--- src/rtl/mem_arbiter.sv ---
// Two-port memory arbiter: one instruction-fetch port and one load/store port
// share a single combinational-read, clocked-write memory, one access at a time.
module mem_arbiter (
  input  logic        clk,
  input  logic        rst_n,
  input  logic        if_req_valid,
  input  logic [31:0] if_req_addr,
  output logic        if_req_ready,
  output logic        if_resp_valid,
  output logic [31:0] if_resp_data,
  input  logic        d_req_valid,
  input  logic [31:0] d_req_addr,
  input  logic [31:0] d_req_wdata,
  input  logic        d_req_we,
  output logic        d_req_ready,
  output logic        d_resp_valid,
  output logic [31:0] d_resp_data,
  output logic [31:0] mem_address,
  output logic [31:0] mem_write_data,
  output logic        mem_write_enable,
  input  logic [31:0] mem_read_data,
  output logic [1:0]  dbg_state,
  output logic [1:0]  dbg_starve_cnt
);

  typedef enum logic [1:0] {
    IDLE   = 2'd0,
    ACCESS = 2'd1,
    RESP   = 2'd2
  } state_t;

  state_t      state;
  logic [1:0]  starve_cnt;
  logic        lat_is_d;
  logic        lat_we;
  logic [31:0] lat_addr;
  logic [31:0] lat_wdata;
  logic        in_idle;
  logic        grant_d;
  logic        grant_i;

  // Handshake: a request transfers in the cycle where valid and ready are both
  // high; ready depends only on state and the current valids, and the
  // requester keeps valid/address stable until that transfer.
  always_comb begin
    in_idle = 1'b0;
    grant_d = 1'b0;
    grant_i = 1'b0;
    in_idle = rst_n && (state == IDLE);
    grant_d = in_idle && d_req_valid && (!if_req_valid || (starve_cnt != 2'd3));
    grant_i = in_idle && if_req_valid && !grant_d;
  end

  assign if_req_ready     = grant_i;
  assign d_req_ready      = grant_d;
  assign mem_address      = lat_addr;
  assign mem_write_data   = lat_wdata;
  assign mem_write_enable = (state == ACCESS) && lat_we;
  assign dbg_state        = state;
  assign dbg_starve_cnt   = starve_cnt;

  always_ff @(posedge clk or negedge rst_n) begin
    if (!rst_n) begin
      state         <= IDLE;
      starve_cnt    <= 2'd0;
      lat_is_d      <= 1'b0;
      lat_we        <= 1'b0;
      lat_addr      <= 32'd0;
      lat_wdata     <= 32'd0;
      if_resp_valid <= 1'b0;
      if_resp_data  <= 32'd0;
      d_resp_valid  <= 1'b0;
      d_resp_data   <= 32'd0;
    end else begin
      case (state)
        IDLE: begin
          if (grant_d) begin
            state     <= ACCESS;
            lat_is_d  <= 1'b1;
            lat_addr  <= d_req_addr;
            lat_wdata <= d_req_wdata;
            lat_we    <= d_req_we;
            // Only a data win over a waiting fetch counts toward starvation.
            if (if_req_valid && (starve_cnt != 2'd3))
              starve_cnt <= starve_cnt + 2'd1;
          end else if (grant_i) begin
            state      <= ACCESS;
            lat_is_d   <= 1'b0;
            lat_addr   <= if_req_addr;
            lat_we     <= 1'b0;
            starve_cnt <= 2'd0;
          end
        end
        ACCESS: begin
          state <= RESP;
          if (lat_is_d) begin
            d_resp_valid <= 1'b1;
            d_resp_data  <= lat_we ? 32'd0 : mem_read_data;
          end else begin
            if_resp_valid <= 1'b1;
            if_resp_data  <= mem_read_data;
          end
        end
        RESP: begin
          state         <= IDLE;
          if_resp_valid <= 1'b0;
          d_resp_valid  <= 1'b0;
        end
        default: state <= IDLE;
      endcase
    end
  end

endmodule

--- config.mk ---
export PLATFORM = sky130hd
export DESIGN_NAME = mem_arbiter
export DESIGN_NICKNAME = d
export VERILOG_FILES = /design/src/rtl/mem_arbiter.sv
export SDC_FILE = /design/constraint.sdc
export NUM_CORES = 1
export LEC_CHECK = 0
export ABC_AREA = 1
export CORE_MARGIN = 1.5
export CORE_UTILIZATION = 35
export DETAILED_ROUTE_END_ITERATION = 16
export DONT_BUFFER_PORTS = 1
export MAX_ROUTING_LAYER = met4
export PLACE_DENSITY = 0.47
export SKIP_CTS_REPAIR_TIMING = 1
export SYNTH_ARGS = -nofsm -noshare
export SYNTH_HDL_FRONTEND = slang
export SYNTH_SLANG_ARGS = --single-unit
--- constraint.sdc ---
create_clock -name clk -period 1.3 [get_ports clk]
set_input_delay 0.195 -clock clk [delete_from_list [all_inputs] [get_ports clk]]
set_output_delay 0.195 -clock clk [all_outputs]
set_load 0.05 [all_outputs]
* Word level (Yosys, flattened, before mapping)
Index checks and enable logic that the tools add are counted.
Operators by class: add/subtract/negate cells 1, multiply operators 0, div/mod/pow operators 0, order comparisons 0, eq/ne operators 7, shift-type cells 0, multiplexer cells 16, bitwise gates (word level) 1, reductions and logical operators 20
Operator list (number):
- $mux 32 | 3
- $reduce_and 2->1 | 6
- $mux 2 | 5
- $logic_and 1x1->1 | 7
- $ne 2x2->1 const B | 3
- $mux 1 | 5
- $pmux 1 s2 | 2
- $pmux 2 s2 | 1
- $reduce_bool 2->1 | 2
- $ne 3x3->1 const B | 1
- $reduce_and 3->1 | 1
- $add 2x1->2 const B | 1
- $eq 2x1->1 const B | 1
- $eq 2x2->1 const B | 1
- $logic_not 1->1 | 2
- $logic_not 2->1 | 1
- $ne 2x1->1 const B | 1
- $logic_or 1x1->1 | 1
- $not 1->1 | 1
Storage, ports and cells: bits in registers 136, latch bits 0, bits in writable memories 0, bits in read-only memories 0, bits of input ports 133, output and inout port bits 137, memories kept 0

* Longest topological paths before layout
Gate-level depths: netlist of run 1.
depth after elaboration 9, mapped depth 8

* Least setup slack after synthesis of run 1
Ideal clock, no wire load.
kind register to output, from reg starve_cnt[1] (netlist: dbg_starve_cnt[1]), to out if_req_ready, data arrival time 2.386 ns, setup slack -1.281 ns, cell stages (with the launch flop) 7, cells stage by stage dfrtp_1 ha_1 nand2_1 nand2_4 inv_1 buf_2 nor3_1
Between the ends: longest elaborated chain between the ends 5
RTL lines:
- start: declaration | line 33 | logic [1:0] starve_cnt;
- start signal: assignment | line 85 | starve_cnt <= starve_cnt + 2'd1;
- $ne 2x2->1 | line 50 | grant_d = in_idle && d_req_valid && (!if_req_valid || (starve_cnt != 2'd3));
- $logic_or 1x1->1 | line 50
- $logic_and 1x1->1 | line 50
- $logic_not 1->1 | line 51 | grant_i = in_idle && if_req_valid && !grant_d;
- $logic_and 1x1->1 | line 51
- end: declaration | line 8 | output logic if_req_ready,
No other way between the ends.

* Worst setup path after layout of run 1
from reg starve_cnt[0] (netlist: dbg_starve_cnt[0]), to out d_req_ready
Between the ends: longest elaborated chain between the ends 3
RTL lines:
- $ne 2x2->1 | line 50
- $logic_or 1x1->1 | line 50
- $logic_and 1x1->1 | line 50
- end: declaration | line 15 | output logic d_req_ready,
No other way between the ends.

==> results of run 1 <==
==> metrics by stage <==
step | utilization (%) | total power [W] | cells
6_report | 48.9 | 0.0212 | 1035
5_1_grt | 48.9 | 0.0222 | 1035
4_1_cts | 43.1 | 0.0210 | 955
3_5_place_dp | 39.4 | 0.0159 | 923
3_3_place_gp | 39.4 | 0.0158 | 923
2_1_floorplan | - | 0.0144 | 696
==> layout by cell type, fill, tap and decap left out <==
master / synthesis / layout
nor3_4: 0 / 1
nand3_1: 130 / 127
inv_1: 37 / 35
inv_8: 0 / 3
dfrtp_2: 0 / 24
nand3_4: 1 / 1
ha_4: 0 / 1
a21oi_4: 1 / 1
o21bai_1: 32 / 32
nor2_4: 2 / 4
nand2_2: 0 / 2
buf_6: 3 / 9
bufinv_16: 0 / 3
dlygate4sd3_1: 0 / 66
nand3_2: 0 / 3
dfrtp_1: 136 / 112
o21ai_2: 0 / 1
clkinvlp_4: 0 / 3
nand2_8: 0 / 1
o21ai_0: 6 / 2
buf_8: 0 / 1
clkbuf_16: 0 / 20
clkbuf_8: 0 / 3
clkinv_2: 0 / 2
clkinv_1: 2 / 2
nor2_2: 0 / 1
inv_6: 0 / 2
nand2_4: 1 / 2
nor2_8: 1 / 1
buf_12: 0 / 11
nand2_1: 295 / 291
clkbuf_1: 10 / 2
inv_2: 5 / 2
buf_4: 3 / 39
inv_4: 0 / 2
o21ai_1: 0 / 3
==> registers in the layout (all words and copies together), names as in the netlist <==
signal,flops
lat_we,1
mem_write_data,32
d_resp_data,32
d_resp_valid,1
if_resp_data,32
mem_address,32
lat_is_d,1
if_resp_valid,1
dbg_state,2
dbg_starve_cnt,2
==> report_power, final <==
group          switching (W)  total (W)  internal [W]  leakage [nW]
clock                0.00182    0.00500       0.00318         0.293
sequential           0.00625     0.0121       0.00581          1.67
combinational        0.00263    0.00418       0.00155          2.16
==> kinds of logic after synthesis <==
kind of cell             after synthesis
adder cells (fa/ha/maj)                1
flip-flops                           136
AND/OR/NAND/NOR                      434
buffers and inverters                 86
AO/OA/AOI/OAI                         39
==> worst paths after layout <==
path	slack, ns	cells after the start	startpoint	to
min reg2reg	0.47	2	if_resp_data[16]	if_resp_data[16]
max reg2reg	-0.31	8	dbg_state[1]	mem_address[25]
min	-0.53	0	rst_n	d_resp_data[18]
min in group clk	0.01	3	if_req_addr[28]	mem_address[28]
max	-0.39	5	dbg_starve_cnt[0]	d_req_ready
max in group asynchronous	1.63	0	rst_n	mem_address[31]
==> layout make-up <==
class	count	area share [%]
Timing Repair Buffer	129	16.8
Sequential cell	136	42.3
Clock inverter	10	1.73
Inverter	44	2.37
Clock buffer	22	5.84
Multi-Input combinational cell	474	27.5
Tap cell	220	3.39
==> metal layers <==
layer  routed length [um]  vias up  GRT usage (%)
met4                  289        0           7.31
met3                 1310       23           7.12
met1                 7120     2418           22.0
met5                    0        -              -
met2                 8570      202           30.7
li1                     -     2418              -
==> cell usage after synthesis <==
library cell | count | area [um2]
buf_1 | 4 | 15.0
nor2_8 | 1 | 20.0
nand3_4 | 1 | 17.5
nor2_4 | 2 | 22.5
ha_1 | 1 | 12.5
buf_2 | 22 | 110
o21bai_1 | 32 | 240
inv_1 | 37 | 139
o21ai_0 | 6 | 30.0
nor2_1 | 3 | 11.3
inv_2 | 5 | 18.8
nand3_1 | 130 | 651
nand2_1 | 295 | 1110
nor3_1 | 1 | 5.00
nand2_4 | 1 | 11.3
buf_4 | 3 | 22.5
dfrtp_1 | 136 | 3400
a21oi_4 | 1 | 16.3
clkinv_1 | 2 | 7.51
clkbuf_1 | 10 | 37.5
buf_6 | 3 | 33.8
==> flow_summary.json, run 1 <==
{
  "post-route-period-util_pct": 130,
  "diodes": 0,
  "max_freq_ghz": 0.590,
  "ir_worst_vdd_mv": 1.07,
  "critPathBufInv": 1,
  "tns_ns": -12.36,
  "place_area_mm2": 0.00654,
  "crit_family": "flip-flops",
  "n_fill_cell": 1608,
  "clock_path_buffers": 2,
  "nets": 936,
  "p_leak_nw": 4.12,
  "setup.worst_path.end_class": "primary output",
  "drtAntennaViolNets": 0,
  "grt_pass1_wl_mm": 25.9,
  "core_region_area_mm2": 0.0166,
  "ys_seq_area_share_pct": 57.4,
  "crit_arrival_ns": 1.50,
  "required_ns": 1.11,
  "critPathKind": "reg2out",
  "max_cap_violations": 0,
  "hp-class": "in2async",
  "p_per_area_mw_per_mm2": 2620,
  "clkTransAtPathRegs_ns": 0.06,
  "numPortBuffers": 0,
  "vias": 5061,
  "grt_usage_pct": 19.2,
  "violations": "hold timing, setup timing",
  "wl_mm": 17.3,
  "synth_fa_ha_area_share_pct": 0.211,
  "netlist_area_mm2": 0.00593,
  "max-slew-margin-rel_pct": 65.7,
  "die_y_um": 133,
  "drt_pass1_iterations": 5,
  "areaGrowthSynthToFinish_pct": 36.8,
  "slew_violations": 0,
  "drc": 0,
  "start_util_pct": 35.8,
  "grt_max_degree": 139,
  "cp_cell_sequence": "ha_4, nand2_4, nand2_8, nor2_8, buf_6",
  "die_area_mm2": 0.0177,
  "layout-drive-gt1-share_pct": 17.5,
  "worst_slack_ns": -0.394,
  "period_minus_slack_ns": 1.69,
  "numCtsBuffers": 17,
  "ys_ff_latch": 136,
  "fin_skew_ns": 0.00987,
  "dp_hpwl_mm": 11.4,
  "multi_input_area_mm2": 0.00223,
  "syn_nets": 830,
  "critPathMaxFanout": 5,
  "antenna_found_initial": 0,
  "synthMuxAreaShare_pct": 0,
  "ys_types": 21,
  "synth-xor-area-share_pct": 0,
  "rsz0062_at_grt": "yes",
  "drt_iter0_markers": 217,
  "drt-wirelength-per-cell_um": 16.7,
  "syn_avg_cell_area_um2": 8.52,
  "grt-ovfl-total": 0,
  "cts_tree": "done",
  "ioPinCount": 270,
  "syn-instance-count": 696,
  "stdcell_area_mm2": 0.00811,
  "place.gp.congestion": 0.804,
  "max_stage_delay_ns": 0.42,
  "cts-root-buf": "clkbuf_16",
  "hold_violations": 136,
  "vias_per_cell": 4.89,
  "ys_warn_count": 0,
  "synth_top_family_by_area": "simple AND/OR/NAND/NOR gates",
  "outcome": "complete, but fails checks",
  "grt_pass1_vias": 4872,
  "synth_compound_area_share_pct": 4.83,
  "die_width_um": 133,
  "clock_latency_ns": 0.41,
  "setup_viol": 70,
  "whs_ns": -0.526,
  "yosys.area_share.simple_pct": 31.1,
  "htreeDepth": 4,
  "regArea_mm2": 0.00343,
  "row_count": 47,
  "worst_pin_slew_ns": 0.515,
  "critPathLaunchType": "flop",
  "post-place-ws_ns": -0.216,
  "cpMaxStageDelayCell": "dfrtp_2",
  "cts_num_sinks": 136
}
Note: power is estimated with default switching activity, not from simulation.
==> inputs of run 2 (changes only) <==
ABC_AREA = 0   (was 1)
CAP_MARGIN = 5   (was unset)
==> run 2 against run 1 <==
  * The flow still finishes with violations (hold timing, setup timing)
  * Setup slack worse by 0.18 ns
  * Highest routed layer unchanged
  * First-iteration DRC count increased by 43%
  * Clock-buffer cell count is 2 lower
  * Sequential share of layout area decreased by 6.6 points
  * Via count is essentially flat
  * Global-route usage shrank 1.3 points
  * Die area down 2.1%
  * Wire length increased by 9.1%
  * Clock skew shrank 0.0011 ns
  * Sequential power is 35% lower
==> flow_summary.json, run 2 <==
{
  "core_region_area_mm2": 0.0161,
  "postSynth.asyncResetShare_pct": 100,
  "max_freq_ghz": 0.533,
  "worst_slack_ns": -0.575,
  "setup_viol": 137,
  "critPathKind": "reg2out",
  "clock_latency_ns": 0.41,
  "grt_usage_pct": 17.9,
  "fin_skew_ns": 0.00879,
  "post-route-period-util_pct": 144,
  "numCtsBuffers": 17,
  "drt_pass1_iterations": 4,
  "max-slew-margin-rel_pct": 65.2,
  "synthTopCellsByArea": "dfrtp_1 59%, mux2_2 7.2%, mux2_4 6.7%",
  "syn_avg_cell_area_um2": 11.8,
  "hp-class": "in2async",
  "die_area_mm2": 0.0174,
  "cts-root-buf": "clkbuf_16",
  "synth_top_area_share_pct": 58.7,
  "drc": 0,
  "htreeDepth": 4,
  "crit_arrival_ns": 1.68,
  "ir_worst_vdd_mv": 1.21,
  "p_per_area_mw_per_mm2": 2440,
  "synth_top_area_cell": "dfrtp_1",
  "slew_violations": 0,
  "required_ns": 1.11,
  "crit_start": "dbg_state[0]",
  "antenna_found_initial": 1,
  "r2r_start": "dbg_state[0]",
  "ioPinCount": 270,
  "setup.worst_path.end_class": "primary output",
  "crit_end": "if_req_ready",
  "grt_max_degree": 139,
  "worst_pin_slew_ns": 0.522,
  "p_leak_nw": 4.29,
  "grt-ovfl-total": 0,
  "cpMaxStageDelayCell": "dfrtp_2",
  "yosysMostFrequentCell": "dfrtp_1",
  "areaGrowthSynthToFinish_pct": 64.7,
  "syn_nets": 627,
  "ys_seq_area_share_pct": 58.7,
  "cts_tree": "done",
  "drt-wirelength-per-cell_um": 18.9,
  "row_count": 46,
  "die_width_um": 132,
  "grt_pass1_vias": 4302,
  "critPathMaxFanout": 6,
  "start_util_pct": 36.1,
  "layout-drive-gt1-share_pct": 36.7,
  "period_minus_slack_ns": 1.88,
  "max_cap_violations": 0,
  "vias": 5062,
  "clock_path_buffers": 2,
  "whs_ns": -0.533,
  "die_y_um": 132,
  "crit_top_cell": "buf_12",
  "ys_types": 33,
  "final_common_cell": "buf_4",
  "drt_iter0_markers": 311,
  "r2r_cells": 6,
  "ys_warn_count": 0,
  "clkTransAtPathRegs_ns": 0.06,
  "cts_num_sinks": 136,
  "hold_violations": 137,
  "wl_mm": 18.9,
  "ys.flop_type": "dfrtp_1",
  "r2r_slack_ns": -0.48,
  "nets": 901,
  "layout_common_cells": "137 x buf_4, 132 x dfrtp_1, 129 x dlygate4sd3_1",
  "max_stage_delay_ns": 0.42,
  "critPathLaunchType": "flop",
  "drtAntennaViolNets": 0,
  "violations": "hold timing, setup timing",
  "syn-instance-count": 493,
  "place.gp.congestion": 0.801,
  "ys_ff_latch": 136,
  "cp_cell_sequence": "buf_12, nor3b_4, buf_6, nand2_4, a21oi_4, buf_12",
  "tns_ns": -43.87,
  "outcome": "complete, but fails checks",
  "grt_pass1_wl_mm": 23.6,
  "r2r_end": "mem_write_data[10]",
  "numPortBuffers": 0,
  "synth-edff-count": 0,
  "dp_hpwl_mm": 10.4,
  "ys_top_cells_by_count": "136 x dfrtp_1, 68 x o21ai_0, 37 x mux2_2, 34 x nand2_1, 33 x a21oi_1",
  "rsz0062_at_grt": "yes",
  "vias_per_cell": 5.08,
  "netlist_area_mm2": 0.00580
}
-- run 2: how the worst min path moves through the flow --
stage / from / to / slack (ns) / cells past startpoint
3_3_place_gp: rst_n / d_resp_data[2] / -0.1 / 0
2_1_floorplan: rst_n / d_resp_data[0] / -0.10 / 0
3_5_place_dp: rst_n / d_resp_data[2] / -0.1 / 0
6_report: rst_n / d_resp_data[2] / -0.53 / 0
4_1_cts: rst_n / d_resp_data[2] / -0.55 / 0
5_1_grt: rst_n / d_resp_data[2] / -0.56 / 0
-- run 2: logic make-up (layout without fill, tap and decap cells) --
family,count (synthesis),count (layout),synth area share [%]
AO/OA/AOI/OAI,139,139,13.0
flip-flops,136,136,58.7
AND/OR/NAND/NOR,109,109,9.92
multiplexers,64,64,14.1
buffers and inverters,44,331,4.05
adder cells (fa/ha/maj),1,1,0.216
other,0,1,0
-- run 2: area by class of cell --
| type | instances | area, um2 |
|---|---|---|
| Antenna cell | 1 | 2.50 |
| Clock inverter | 12 | 140 |
| Clock buffer | 20 | 467 |
| Fill cell | 1331 | 6500 |
| Sequential cell | 136 | 3410 |
| Tap cell | 216 | 270 |
| Inverter | 4 | 15.0 |
| Timing Repair Buffer | 295 | 2870 |
| Multi-Input combinational cell | 313 | 2380 |
-- run 2: report_power, final --
group	switching, W	leakage (nW)	internal [W]
combinational	0.00670	2.40	0.00381
sequential	0.00201	1.60	0.00581
clock	0.00193	0.290	0.00300
-- run 2: critical path, delay by kind of cell, from the launching register on --
family / cells / cell delay, ns
flops: 1 / 0.42
compound gates: 1 / 0.13
buf+inv: 3 / 0.46
simple gates: 2 / 0.25
-- run 2: metal layers --
metal	GRT usage (%)	vias up	wire length [um]
met2	27.4	243	9670
met1	21.6	2485	7500
li1	-	2293	-
met3	5.84	41	1250
met4	7.78	0	437
met5	-	-	0
-- run 2: per-stage QoR --
stage,power (W),util (%),worst slack [ns],std cells,cell area [um2]
after floorplan,0.0144,-,-0.572,493,5870
after global placement,0.0172,43.9,-0.384,809,7050
after global routing,0.0242,59.5,-0.646,997,9550
final,0.0233,59.5,-0.575,997,9550
after CTS,0.0223,47.7,-0.807,841,7650
after detailed placement,0.0173,43.9,-0.403,809,7050
